--- config.mk ---
export PLATFORM = sky130hd
export DESIGN_NAME = sw_port_arbiter
export DESIGN_NICKNAME = d
export VERILOG_FILES = /design/src/rtl/sw_port_arbiter.sv
export SDC_FILE = /design/constraint.sdc
export NUM_CORES = 1
export LEC_CHECK = 0
export CAP_MARGIN = 20
export CORE_AREA = 10 10 302 304
export DETAILED_ROUTE_END_ITERATION = 12
export DIE_AREA = 0 0 312 314
export SETUP_SLACK_MARGIN = 0.3
export SLEW_MARGIN = 20
export SYNTH_ARGS = -nofsm -noshare
export SYNTH_HDL_FRONTEND = slang
export SYNTH_SLANG_ARGS = --single-unit
--- constraint.sdc ---
create_clock -name clk -period 25.5 [get_ports clk]
set_input_delay 2.55 -clock clk [delete_from_list [all_inputs] [get_ports clk]]
set_output_delay 2.55 -clock clk [all_outputs]
set_load 0.005 [all_outputs]
--- src/rtl/sw_port_arbiter.sv ---
// Output-port arbiter: picks the highest-priority requesting input (round-robin
// on ties), then streams that input's packet one word per accepted cycle.
module sw_port_arbiter #(
  parameter int NUM_PORTS      = 16,
  parameter int DATA_WIDTH     = 32,
  parameter int WIDTH_PRIORITY = 3,
  parameter int WIDTH_LENGTH   = 9,
  parameter int TIMEOUT        = 255,
  parameter int WIDTH_SEL      = $clog2(NUM_PORTS)
) (
  input  logic                                 clk,
  input  logic                                 rst,
  input  logic [NUM_PORTS-1:0]                 req,
  input  logic [NUM_PORTS*WIDTH_PRIORITY-1:0]  req_priority,
  input  logic [NUM_PORTS*WIDTH_LENGTH-1:0]    req_length,
  input  logic [NUM_PORTS-1:0]                 in_vld,
  input  logic [NUM_PORTS*DATA_WIDTH-1:0]      in_data,
  input  logic                                 full,
  output logic [NUM_PORTS-1:0]                 grant,
  output logic                                 out_vld,
  output logic [DATA_WIDTH-1:0]                out_data,
  output logic [WIDTH_SEL-1:0]                 out_src,
  output logic                                 busy,
  output logic                                 pkt_done,
  output logic                                 timeout_err
);
  localparam int IDLE_W = $clog2(TIMEOUT + 1);
  localparam logic [0:0] S_IDLE = 1'b0;
  localparam logic [0:0] S_XFER = 1'b1;

  logic [NUM_PORTS-1:0][WIDTH_PRIORITY-1:0] prio_a;
  logic [NUM_PORTS-1:0][WIDTH_LENGTH-1:0]   len_a;
  logic [NUM_PORTS-1:0][DATA_WIDTH-1:0]     data_a;

  assign prio_a = req_priority;
  assign len_a  = req_length;
  assign data_a = in_data;

  logic [0:0]              state_q, state_d;
  logic [WIDTH_SEL-1:0]    owner_q, owner_d;
  logic [WIDTH_SEL-1:0]    rr_ptr_q, rr_ptr_d;
  logic [WIDTH_LENGTH-1:0] len_q, len_d;
  logic [WIDTH_LENGTH:0]   cnt_q, cnt_d;
  logic [IDLE_W-1:0]       idle_q, idle_d;
  logic                    out_vld_q, out_vld_d;
  logic [DATA_WIDTH-1:0]   out_data_q, out_data_d;
  logic                    pkt_done_q, pkt_done_d;
  logic                    timeout_err_q, timeout_err_d;

  // Scan starts just past the last completed owner; strict '>' keeps the
  // first hit in scan order among equal priorities.
  logic                      win_found;
  logic [WIDTH_SEL-1:0]      win_idx;
  logic [WIDTH_PRIORITY-1:0] win_prio;
  logic [WIDTH_SEL-1:0]      scan;

  always_comb begin
    win_found = 1'b0;
    win_idx   = '0;
    win_prio  = '0;
    scan      = '0;
    for (int k = 1; k <= NUM_PORTS; k++) begin
      scan = WIDTH_SEL'((int'(rr_ptr_q) + k) % NUM_PORTS);
      if (req[scan] && (!win_found || prio_a[scan] > win_prio)) begin
        win_found = 1'b1;
        win_idx   = scan;
        win_prio  = prio_a[scan];
      end
    end
  end

  logic xfer, accept, last, expire;

  assign xfer   = (state_q == S_XFER);
  assign accept = xfer && in_vld[owner_q] && !full;
  assign last   = accept && (cnt_q == {1'b0, len_q});
  assign expire = xfer && !accept && (idle_q == IDLE_W'(TIMEOUT - 1));

  always_comb begin
    state_d       = state_q;
    owner_d       = owner_q;
    rr_ptr_d      = rr_ptr_q;
    len_d         = len_q;
    cnt_d         = cnt_q;
    idle_d        = idle_q;
    out_vld_d     = accept;
    out_data_d    = accept ? data_a[owner_q] : out_data_q;
    pkt_done_d    = 1'b0;
    timeout_err_d = 1'b0;
    if (!xfer) begin
      if (win_found) begin
        state_d = S_XFER;
        owner_d = win_idx;
        len_d   = len_a[win_idx];
        cnt_d   = '0;
        idle_d  = '0;
      end
    end else if (accept) begin
      cnt_d  = cnt_q + 1'b1;
      idle_d = '0;
      if (last) begin
        state_d    = S_IDLE;
        pkt_done_d = 1'b1;
        rr_ptr_d   = owner_q;
      end
    end else if (expire) begin
      // Aborted packets do not advance the round-robin pointer.
      state_d       = S_IDLE;
      timeout_err_d = 1'b1;
    end else begin
      idle_d = idle_q + 1'b1;
    end
  end

  always_ff @(posedge clk) begin
    if (rst) begin
      state_q       <= S_IDLE;
      owner_q       <= '0;
      rr_ptr_q      <= WIDTH_SEL'(NUM_PORTS - 1);
      len_q         <= '0;
      cnt_q         <= '0;
      idle_q        <= '0;
      out_vld_q     <= 1'b0;
      out_data_q    <= '0;
      pkt_done_q    <= 1'b0;
      timeout_err_q <= 1'b0;
    end else begin
      state_q       <= state_d;
      owner_q       <= owner_d;
      rr_ptr_q      <= rr_ptr_d;
      len_q         <= len_d;
      cnt_q         <= cnt_d;
      idle_q        <= idle_d;
      out_vld_q     <= out_vld_d;
      out_data_q    <= out_data_d;
      pkt_done_q    <= pkt_done_d;
      timeout_err_q <= timeout_err_d;
    end
  end

  always_comb begin
    grant = '0;
    if (xfer && !full) grant[owner_q] = 1'b1;
  end

  assign out_vld     = out_vld_q;
  assign out_data    = out_data_q;
  assign out_src     = owner_q;
  assign busy        = xfer;
  assign pkt_done    = pkt_done_q;
  assign timeout_err = timeout_err_q;

endmodule

[Word-level counts from Yosys, hierarchy flattened]
Cells that the tools add are included.
Word-level totals
  register bits after elaboration: 71
  input bits: 739
  output and inout bits: 56
  logic and storage cells: 263
Cells by class
  add/subtract/negate cells: 18
  $lt $le $gt $ge: 34
  equality and inequality tests: 4
  mux-type cells: 134
  bitwise operators: 2
  reductions and logical operators: 61
Operators by type and width (count)
  $bmux W3 S4: 16
  $bmux W32 S4: 1
  $mux W3: 31
  $lt A4 B5 Y1 const B: 18
  $bmux W1 S4: 17
  $mux W4: 16
  $gt A3 B3 Y1: 15
  $mux W1: 41
  $bmux W9 S4: 1
  $add A4 B4 Y4 const B: 8
  $mux W32: 1
  $mux W8: 4
  $mux W10: 3
  $logic_and A1 B1 Y1: 22
  $logic_not A1 Y1: 17
  $add A4 B3 Y4 const B: 4
  $mux W16: 1
  $logic_or A1 B1 Y1: 15
  $add A10 B1 Y10 const B: 1
  $eq A10 B9 Y1: 1
  $mux W9: 1
  $add A4 B1 Y4 const B: 2
  $add A4 B2 Y4 const B: 2
  $add A8 B1 Y8 const B: 1
  10 further kinds: 14

[Logic depth before layout (Yosys ltp)]
Gate-level depths: netlist of run 1.
  depth in word-level cells: 66
  mapped depth: 150
  mapped depth without buffers: 135

[Least setup slack after synthesis of run 1]
No wires, ideal clock.
  path type: input port to flip-flop
  from: in req[15]
  to: reg len_q[4]
  setup time: 120 ps
  data arrival time: 24835 ps
  required time: 25380 ps
  setup slack: 545 ps
  stages on the path: 134
  buffers on the path: 11
  cells stage by stage: mux2_1 mux4_2 a222oi_1 buf_2 nand2b_1 ha_1 nor2b_1 o21ai_0 a32oi_1 a21oi_1 nand2_1 and2_1 ha_1 nor2b_1 o21ai_0 a32oi_1 a21o_1 nand2_1 (+98 left out) a31oi_1 a32o_1 buf_4 o21a_1 ha_1 nor2b_1 o21a_1 o21ai_0 nor2_1 a31oi_2 a21boi_1 o21ai_1 a311oi_2 buf_6 buf_8 mux2_1 o22a_1 a211o_1
On the way
  longest elaborated chain between the ends: 65
  elaborated cells on any way between the ends: 142
  those cells by class: order compare (15); mux (81); reduce/logical (46)
RTL lines
  start, declared: RTL line 13  | input logic [NUM_PORTS-1:0] req,
  $bmux W1 S4: RTL line 64  | if (req[scan] && (!win_found || prio_a[scan] > win_prio)) begin
  $mux W1 (implied by the code): RTL line 64
  $mux W3 / $mux W1 (equally long branches): RTL line 64
  $gt A3 B3 Y1 / $logic_not A1 Y1 (equally long branches): RTL line 64
  $logic_or A1 B1 Y1: RTL line 64
  $logic_and A1 B1 Y1: RTL line 64
  $mux W3 / $mux W1 (equally long branches): RTL line 64
  $gt A3 B3 Y1 / $logic_not A1 Y1 (equally long branches): RTL line 64
  (+49 left out)
  $logic_and A1 B1 Y1: RTL line 64
  $mux W3 / $mux W1 (equally long branches): RTL line 64
  $gt A3 B3 Y1 / $logic_not A1 Y1 (equally long branches): RTL line 64
  $logic_or A1 B1 Y1: RTL line 64
  $logic_and A1 B1 Y1: RTL line 64
  $mux W4: RTL line 64
  $bmux W9 S4: RTL line 94  | len_d = len_a[win_idx];
  $mux W9 (implied by the code): RTL line 94
  end signal, assigned: RTL line 131  | len_q <= len_d;
  end, declared: RTL line 42  | logic [WIDTH_LENGTH-1:0] len_q, len_d;
Parallel ways exist; a longest one is shown, timed or not. The select of a mux whose other input is x is not followed.
A chain may end at the register's enable or synchronous reset.

[Final worst setup path of run 1]
  from: in req[10]
  to: reg len_q[4]
Same word-level chain as after synthesis.

==> reports/metrics.cfg, run 1 <==
[run]
max_cap_viol_count = 0

[floorplanning]
std_cell_rows = 107
ioPinCount = 795
start_util_pct = 17.56
die_x_um = 312
coreArea_mm2 = 0.08488
dieArea_mm2 = 0.09797
dieHeight_um = 314

[worst_hold_path]
hold-path-endpoint = idle_q[5]$_SDFFE_PP0P_
worstHoldPathCells = 2
min-delay-start = idle_q[5]$_SDFFE_PP0P_
hp-class = reg2reg

[clock_network]
clock-root-buffer = clkbuf_16
cts.sinks = 71
cts_buffer_depth = 2
cts_buffers = 9
cts_hold_buf = 0
cts.clk_slew.worst_paths_ns = 0.07
htree_num_levels = 3
clk_latency_ns = 0.38
cts_tree = done

[worst_setup_path]
reg2reg_to = len_q[4]$_SDFFE_PP0P_
cp.arrival_ns = 24.67
crit_fanout = 7
worst-path-buf-inv = 11
timing.critical_path.max_delay_family = compound AO/OA/AOI/OAI gates
startpoint_type = primary input
crit_path_end_kind = register
rr_worst_depth = 131
path_class = in2reg
worstReg2RegStart = rr_ptr_q[1]$_SDFFE_PP1P_
required_ns = 25.77
cpPeakStageDelay_ns = 0.51
r2r_slack_ns = 1.92
crit_slowest_cell = mux4_2

[global_routing]
grt_overflow_total = 0
track_usage_pct = 20.46
grt_pass1_vias = 17144
grt_start_max_net_pins = 49
antenna_found_initial = 37
grt_pass1_wl_um = 141600

[synth]
ys_seq_elements = 71
syn_nets = 2215
synth_ff_type = dfxtp_1
syn_area_per_cell_um2 = 10.50
yosys-top-cells-area = mux4_2 39%, mux2i_1 9.9%, dfxtp_1 9.5%
yosysUniqueCellTypes = 94
yosysSeqAreaShare_pct = 9.536
synth_top_area_share_pct = 39.28
yosysWarnings = 0
synth_edf_count = 0
syn_area_mm2 = 0.01491
async_reset_ff_share_pct = 0
synth_common_cells = 260 x mux4_2, 147 x mux2i_1, 115 x nor2_1
synth_most_common_cell = mux4_2
synthCells = 1420
synth_top_cell_by_area = mux4_2

[timing]
fin_crit_ns = 24.40
maxSlewHeadroom_pct = 29.31
hold_viol_final = 0
skew_ns = 0.01318
rsz0062_at_grt = no
finalSetupViolations = 0
report.final.slew_viol_count = 0
finalCritPeriodShare_pct = 95.69
timing.fmax_mhz = 40.98
tns_ns = 0
worst_slew_pin_slew_ns = 1.060

[detailed_routing]
vias_per_cell = 5.023
first_pass_iters = 5
drcViolationCount = 0
met1_length_um = 43710
wl_met3_um = 10580
routed_wl_um = 107300
vias = 17436
ant_nets = 0
drt_iter0_drc = 1622
top_layer_used = met5
dr_wl_met2_um = 50760
wire_per_inst_um = 30.90

[finish]
drive_gt1_share_pct = 28.46
nets = 3109
ff_latch_area_mm2 = 0.001439
fillers = 8877
multi_input_area_mm2 = 0.01330
area_growth_pct = 76.17

[place]
hpwlAfterDp_um = 92890
gp_congestion = 0.9800
portBuffers = 794

[run_status]
status = completed

==> cells by family after synthesis <==
family / share of synthesized area (%)
AOI/OAI and AO/OA: 12.74
adders and majority gates: 4.701
xor gates and xnor gates: 1.872
buffers and inverters: 4.936
DFF: 9.536
and+or+nand+nor: 11.89
muxes: 54.32
==> how the worst max path moves through the flow <==
stage          startpoint                     to  slack, ns  cells past startpoint
2_1_floorplan     req[15]  len_q[4]$_SDFFE_PP0P_       0.55                    134
3_3_place_gp      req[15]  len_q[6]$_SDFFE_PP0P_       0.04                    128
3_5_place_dp      req[15]  len_q[6]$_SDFFE_PP0P_      -0.52                    129
4_1_cts           req[15]  len_q[4]$_SDFFE_PP0P_       0.31                    129
5_1_grt           req[10]  len_q[4]$_SDFFE_PP0P_       0.04                    131
6_report          req[10]  len_q[4]$_SDFFE_PP0P_       1.10                    130
==> metrics by stage <==
stage / hold slack, ns / util (%) / cell area (um^2) / setup slack, ns / instances
after floorplan: 0.4539 / - / 14910 / 0.5454 / 1420
final: 0.4903 / 30.94 / 26260 / 1.100 / 3471
after global placement: 0.4690 / 29.51 / 25050 / 0.04420 / 3404
after detailed placement: 0.4805 / 29.51 / 25050 / -0.5175 / 3404
after global routing: 0.5275 / 30.93 / 26260 / 0.03585 / 3470
after CTS: 0.4922 / 29.87 / 25350 / 0.3148 / 3420
==> final cells by class <==
type / count / area share, %
Clock buffer: 10 / 0.8720
Antenna cell: 8 / 0.07624
Timing Repair Buffer: 997 / 36.66
Multi-Input combinational cell: 1189 / 50.64
Tap cell: 1144 / 5.451
Sequential cell: 71 / 5.480
Inverter: 46 / 0.6576
Clock inverter: 6 / 0.1668
==> flip-flops by register name (all words and copies together) (netlist names) <==
name	cells
busy	1
cnt_q	10
idle_q	8
len_q	9
out_data	32
out_src	4
out_vld	1
pkt_done	1
rr_ptr_q	4
timeout_err	1
==> layer usage <==
metal / vias to the layer above / GRT usage [%]
li1: 7568 / -
met1: 8787 / 25.83
met2: 924 / 33.43
met3: 129 / 7.061
met4: 28 / 4.221
met5: - / 0
==> worst reg2reg max path, delay by kind of cell, from the launching register on <==
family,cells,cell delay (ns)
mux,5,1.75
buf+inv,11,1.60
simple gates,31,4.04
flops,1,0.33
compound gates,68,10.89
fa+ha+maj,16,4.85
==> layout by cell type, fill, tap and decap left out, drive strengths merged, types with 21 or more instances in the layout <==
cell type / instances
inv: 48
mux2: 68
nand3: 42
dfxtp: 71
clkdlybuf4s50: 786
mux2i: 147
a21oi: 49
o21ai: 47
o211ai: 21
ha: 56
mux4: 260
buf: 202
nor2: 115
nand2: 100
==> repair_timing <==
item,4_1_cts,5_1_grt
pin swaps,1,61
gates resized for setup,11,114
setup endpoints to repair,9,13
hold endpoints to repair,0,0
gates cloned,0,3
setup buffers,0,39
Power of run 1 is left out: the tool's default activity adds up to more than one toggle a clock period on the data nets, which glitch-free logic cannot reach.
==> run 2, diff against run 1 <==
--- a/config.mk
+++ b/config.mk
@@ -10,7 +10,7 @@
 export DETAILED_ROUTE_END_ITERATION = 12
 export DIE_AREA = 0 0 312 314
 export SETUP_SLACK_MARGIN = 0.3
-export SLEW_MARGIN = 20
+export SLEW_MARGIN = 15
 export SYNTH_ARGS = -nofsm -noshare
 export SYNTH_HDL_FRONTEND = slang
 export SYNTH_SLANG_ARGS = --single-unit
==> results of run 2 <==
Same layout as run 1: the final DEF is identical, and so are final timing and power.
Power of run 2 is left out for the same reason.
